### src/rtl/lsu_ctrl.sv
// Load/store unit sequencer between the pipeline handshake and a single-port data memory.
// Define LSU_MISALIGN_TRAP_EN to fault misaligned accesses; otherwise they are aligned down.
module lsu_ctrl #(
  parameter int DM_ADDRESS = 9,
  parameter int DATA_W     = 32
) (
  input  logic                  clk,
  input  logic                  reset,
  input  logic                  req_valid,
  output logic                  req_ready,
  input  logic                  req_we,
  input  logic [2:0]            req_funct3,
  input  logic [31:0]           req_addr,
  input  logic [DATA_W-1:0]     req_wdata,
  output logic                  resp_valid,
  input  logic                  resp_ready,
  output logic [DATA_W-1:0]     resp_rdata,
  output logic                  resp_err,
  output logic                  dm_MemRead,
  output logic                  dm_MemWrite,
  output logic [DM_ADDRESS-1:0] dm_a,
  output logic [DATA_W-1:0]     dm_wd,
  output logic [2:0]            dm_Funct3,
  input  logic [DATA_W-1:0]     dm_rd
);

  // state | meaning
  // IDLE  | waiting for a request, req_ready=1
  // RD    | memory read strobe (load, or first half of SH read-modify-write)
  // WR    | memory write strobe
  // RESP  | response held until resp_ready
  typedef enum logic [1:0] {IDLE, RD, WR, RESP} state_t;

  localparam logic [2:0] F3_B  = 3'b000;
  localparam logic [2:0] F3_H  = 3'b001;
  localparam logic [2:0] F3_W  = 3'b010;
  localparam logic [2:0] F3_BU = 3'b100;
  localparam logic [2:0] F3_HU = 3'b101;

  state_t state, state_nx;

  logic                  we_q;
  logic [2:0]            f3_q;
  logic [DM_ADDRESS-1:0] a_q;
  logic [DATA_W-1:0]     wd_q;
  logic                  err_q;
  logic [DATA_W-1:0]     rd_q;

  logic                  accept;
  logic                  is_word, is_half, bad_f3, misal, range_err, mis_err, req_err;
  logic [DM_ADDRESS-1:0] addr_al;
  logic                  lhu_q, sh_q;
  logic [DM_ADDRESS-1:0] word_a;
  logic [DATA_W-1:0]     lhu_ext, merged;

  assign accept = req_valid && (state == IDLE);

  always_comb begin
    is_word   = (req_funct3 == F3_W);
    is_half   = (req_funct3 == F3_H) || (!req_we && req_funct3 == F3_HU);
    if (req_we)
      bad_f3 = !((req_funct3 == F3_B) || (req_funct3 == F3_H) || (req_funct3 == F3_W));
    else
      bad_f3 = !((req_funct3 == F3_B) || (req_funct3 == F3_H) || (req_funct3 == F3_W) ||
                 (req_funct3 == F3_BU) || (req_funct3 == F3_HU));
    misal     = (is_word && (req_addr[1:0] != 2'b00)) || (is_half && req_addr[0]);
    range_err = |req_addr[31:DM_ADDRESS];
    addr_al   = req_addr[DM_ADDRESS-1:0];
    if (is_word)
      addr_al[1:0] = 2'b00;
    else if (is_half)
      addr_al[0] = 1'b0;
  end

`ifdef LSU_MISALIGN_TRAP_EN
  assign mis_err = misal;
`else
  assign mis_err = 1'b0;
`endif

  assign req_err = range_err || bad_f3 || mis_err;

  // LHU and SH are served with full-word memory accesses
  assign lhu_q  = !we_q && (f3_q == F3_HU);
  assign sh_q   = we_q && (f3_q == F3_H);
  assign word_a = {a_q[DM_ADDRESS-1:2], 2'b00};

  always_comb begin
    lhu_ext       = '0;
    lhu_ext[15:0] = a_q[1] ? dm_rd[31:16] : dm_rd[15:0];
    merged        = rd_q;
    if (a_q[1])
      merged[31:16] = wd_q[15:0];
    else
      merged[15:0]  = wd_q[15:0];
  end

  always_ff @(posedge clk or posedge reset) begin
    if (reset) begin
      state <= IDLE;
      we_q  <= 1'b0;
      f3_q  <= '0;
      a_q   <= '0;
      wd_q  <= '0;
      err_q <= 1'b0;
      rd_q  <= '0;
    end else begin
      state <= state_nx;
      if (accept) begin
        we_q  <= req_we;
        f3_q  <= req_funct3;
        a_q   <= addr_al;
        wd_q  <= req_wdata;
        err_q <= req_err;
        rd_q  <= '0;
      end else if (state == RD) begin
        rd_q <= lhu_q ? lhu_ext : dm_rd;
      end
    end
  end

  always_comb begin
    state_nx    = state;
    req_ready   = 1'b0;
    resp_valid  = 1'b0;
    resp_err    = 1'b0;
    resp_rdata  = '0;
    dm_MemRead  = 1'b0;
    dm_MemWrite = 1'b0;
    dm_a        = '0;
    dm_wd       = '0;
    dm_Funct3   = '0;
    case (state)
      IDLE: begin
        req_ready = 1'b1;
        if (req_valid) begin
          if (req_err)
            state_nx = RESP;
          else if (req_we && req_funct3 != F3_H)
            state_nx = WR;
          else
            state_nx = RD;
        end
      end
      RD: begin
        dm_MemRead = 1'b1;
        dm_a       = (lhu_q || sh_q) ? word_a : a_q;
        dm_Funct3  = (lhu_q || sh_q) ? F3_W : f3_q;
        state_nx   = sh_q ? WR : RESP;
      end
      WR: begin
        dm_MemWrite = 1'b1;
        dm_a        = sh_q ? word_a : a_q;
        dm_Funct3   = sh_q ? F3_W : f3_q;
        dm_wd       = sh_q ? merged : wd_q;
        state_nx    = RESP;
      end
      RESP: begin
        resp_valid = 1'b1;
        resp_err   = err_q;
        resp_rdata = (we_q || err_q) ? '0 : rd_q;
        if (resp_ready)
          state_nx = IDLE;
      end
      default: state_nx = IDLE;
    endcase
  end

endmodule

### config.mk
export PLATFORM = sky130hd
export DESIGN_NAME = lsu_ctrl
export DESIGN_NICKNAME = d
export VERILOG_FILES = /design/src/rtl/lsu_ctrl.sv
export SDC_FILE = /design/constraint.sdc
export NUM_CORES = 1
export LEC_CHECK = 0
export CAP_MARGIN = 40
export CELL_PAD_IN_SITES_DETAIL_PLACEMENT = 0
export CELL_PAD_IN_SITES_GLOBAL_PLACEMENT = 1
export CORE_UTILIZATION = 50
export CTS_BUF_LIST = sky130_fd_sc_hd__clkbuf_16
export DETAILED_ROUTE_END_ITERATION = 8
export DONT_BUFFER_PORTS = 1
export GPL_TIMING_DRIVEN = 0
export PLACE_DENSITY_LB_ADDON = 0.25
export SLEW_MARGIN = 20
export SYNTH_ARGS = -nofsm -noshare
export SYNTH_HDL_FRONTEND = slang
export SYNTH_SLANG_ARGS = --single-unit
### constraint.sdc
create_clock -name clk -period 5.25 [get_ports clk]
set_input_delay 1.05 -clock clk [delete_from_list [all_inputs] [get_ports clk]]
set_output_delay 1.05 -clock clk [all_outputs]
set_load 0.02 [all_outputs]
==> summary.md <==
| Metric | Value |
|---|---|
| Status | `completed` |
| Area grow syn2layout | `11.62%` |
| Final Slew Violations | `0` |
| Clk buf depth | `2` |
| PwrDens | `679.9 nW/um^2` |
| Vias per cell | `6.082` |
| Static leakage | `2.284 nW` |
| Setup TNS | `0 ns` |
| Max-cap check violation count | `0` |
| Crit path capture type | `output port` |
| Critical Path RT | `4.20 ns` |
| Max incr delay on CP | `0.62 ns` |
| Worst flop-to-flop path startpoint | `state[1]` |
| WP data arrival | `2.73 ns` |
| Tightest Pin Transition | `0.8094 ns` |
| Die Y | `95.84 um` |
| Yosys warns | `0` |
| Largest cells by area after synthesis | `dfrtp_1 (45%), mux2_2 (11%), nand2_1 (7.8%)` |
| Vias in the first global route | `3,414` |
| Post-route cell area | `4915 sq um` |
| Final GP Congestion | `0.8360` |
| Port-buffer cells | `0` |
| Worst-path clk slew | `0.06 ns` |
| Worst setup path class | `reg2out` |
| Post-Synthesis Cell Area | `4403 sq um` |
| Die Area | `9185 sq um` |
| Synth Register Bits | `80` |
| Core area | `8382 sq um` |
| Largest net degree at the start of global routing | `56` |
| Area share of the largest cell type after synthesis | `45.47%` |
| Post-synthesis cell type with the largest combined area | `dfrtp_1` |
| Initial drt markers | `119` |
| I/O pins | `185` |
| CTS resizes | `0` |
| Final Hold Vio Count | `0` |
| Post-DP Area | `4564 sq um` |
| DRC Markers | `0` |
| Crit start category | `flip-flop` |
| Post-Route WL | `12,360 um` |
| Post-CTS Setup Bufs | `0` |
| Gr ovfl total | `0` |
| Ant diodes | `0` |
| Hold_buf cts | `0` |
| Final nets | `561` |
| Share of layout cells above drive strength 1 | `18.34%` |
| Routed length per placed instance | `21.95 um` |
| Num CTS Buffers | `9` |
| Total track usage | `27.43%` |
| Initial DRT Pass Iterations | `4` |
| Final Critical Period | `3.777 ns` |
| Crit path max fanout | `10` |
| Starting density of the core | `52.53%` |
| Post-detail-place hpwl | `9512 um` |
| DR vias | `3,424` |
| Final antenna-violating net count | `0` |
| Skew-Pair Late Insertion Delay | `0.33 ns` |
| Initial antenna violation count | `0` |
| H-Tree Depth | `3` |
| CP max stage cell | `a21boi_0` |
| Mapped Nets | `548` |
| Die X | `95.84 um` |
| Worst-path cell chain | `inv_1 -> ha_1 -> clkbuf_1 -> clkbuf_1 -> nand2_1 -> a21boi_0` |
| TritonCTS clock tree | `yes` |
| RSZ-0062 raised after global routing | `false` |
| Fmax | `0.2648 GHz` |
| Register area share after synthesis | `45.47%` |
| Max VDD drop | `344.2 uV` |
| Clk root buf | `clkbuf_16` |
| Tcrit/Tclk final | `71.94%` |
| Crit path top cell by count | `clkbuf_1` |
| Final setup violation count | `0` |
| CP Launch Point | `state[1]` |
| Syn avg cell area | `10.01 sq um` |
| Synth unique cells | `36` |
| HP Start | `a_q[0]` |
| Skew final | `0.004941 ns` |
| CP bufs+invs | `3` |
| Rows | `33` |
| CP delay by family, top | `buffers and inverters` |
| Slew headroom | `45.56%` |
| Hold Path Class | `reg2reg` |
| Global-route wire length before repair | `18,150 um` |
| Mapped Cells | `440` |
| Clk sinks | `80` |
| WHS | `0.4868 ns` |
| Total chip power | `3.342 mW` |
-- registers in the layout, summed over array words and instances (netlist names) --
name	flops
state	2
we_q	1
wd_q	32
f3_q	3
a_q	9
rd_q	32
err_q	1
-- metrics by stage --
step	setup slack [ns]	util, %	instances
after floorplan	2.148	-	440
after global placement	1.284	54.10	545
after detailed placement	1.821	54.46	546
after CTS	1.470	58.58	562
after global routing	1.322	58.64	563
final	1.473	58.64	563
-- tightest hold or removal path, stage by stage, from the launching register on --
cell,delay (ns)
dfrtp_1,0.34
nand2_1,0.05
o21ai_0,0.06
-- cell type report --
cell class | count | area (sq um)
fill | 759 | 3467
multi-input combinational | 321 | 2191
sequential | 80 | 2002
clock buffer | 9 | 225.2
buffer | 33 | 187.7
tap | 105 | 131.4
clock inverter | 7 | 120.1
timing repair buffer | 2 | 32.53
inverter | 6 | 25.02
-- placed cells by master, fill, tap and decap left out, types with 7 or more instances in the layout --
cell / n
nand2_1: 92
dfrtp_1: 80
and2_1: 45
mux2_2: 44
o21ai_0: 21
a31oi_1: 17
mux2i_1: 16
o211a_1: 16
a22o_1: 16
clkbuf_1: 14
buf_2: 10
a21boi_1: 10
clkbuf_16: 9
a21boi_0: 7
-- power breakdown --
part / internal (mW) / total [mW] / switching [mW] / leakage [nW]
Clock: 0.466 / 0.719 / 0.253 / 0.171
Sequential: 0.929 / 1.15 / 0.222 / 0.962
Combinational: 0.581 / 1.47 / 0.890 / 1.15
-- worst paths after layout --
| check | cells past startpoint | to | slack (ns) |
|---|---|---|---|
| max | 6 | dm_Funct3[1] | 1.47 |
| min | 2 | a_q[0] | 0.49 |
| max reg2reg | 6 | rd_q[17] | 2.99 |
| min reg2reg | 2 | a_q[0] | 0.49 |
| max in group asynchronous | 2 | rd_q[12] | 4.09 |
| min in group asynchronous | 1 | a_q[5] | 0.56 |
-- logic make-up (layout without fill, tap and decap cells) --
kind of cell	after synthesis	count (layout)	share of synthesized area, %
buf+inv	39	57	4.774
simple gates	159	159	17.56
compound gates	98	98	16.17
mux	60	60	14.89
flops	80	80	45.47
fa+ha+maj	4	4	1.137
-- per-layer routing --
layer	track usage (%)	wire, um	vias to the layer above
met1	31.24	4757	1708
met5	0	0	-
met3	7.899	993	13
met2	48.45	6440	139
li1	-	-	1564
met4	10.57	166	0
-- synth_stat cells --
cell      instances
a21boi_0          7
a21boi_1         10
a21oi_1           4
a22o_1           16
a22oi_1           1
a31oi_1          17
and2_1           45
and2_4            1
and4bb_1          1
and4bb_2          1
buf_2             9
buf_4             6
buf_6             4
clkbuf_1         14
dfrtp_1          80
ha_1              4
inv_1             6
mux2_2           44
mux2i_1          16
nand2_1          92
nand3_1           1
nand4_1           1
nor2_1            5
nor2b_1           1
nor3_1            2
nor3b_1           1
nor4_1            4
nor4b_1           2
o211a_1          16
o21a_1            2
o21ai_0          21
o22a_1            1
o22ai_1           2
o41ai_1           1
or3b_2            1
or4_1             1
Note: power is estimated with default switching activity, not from simulation.
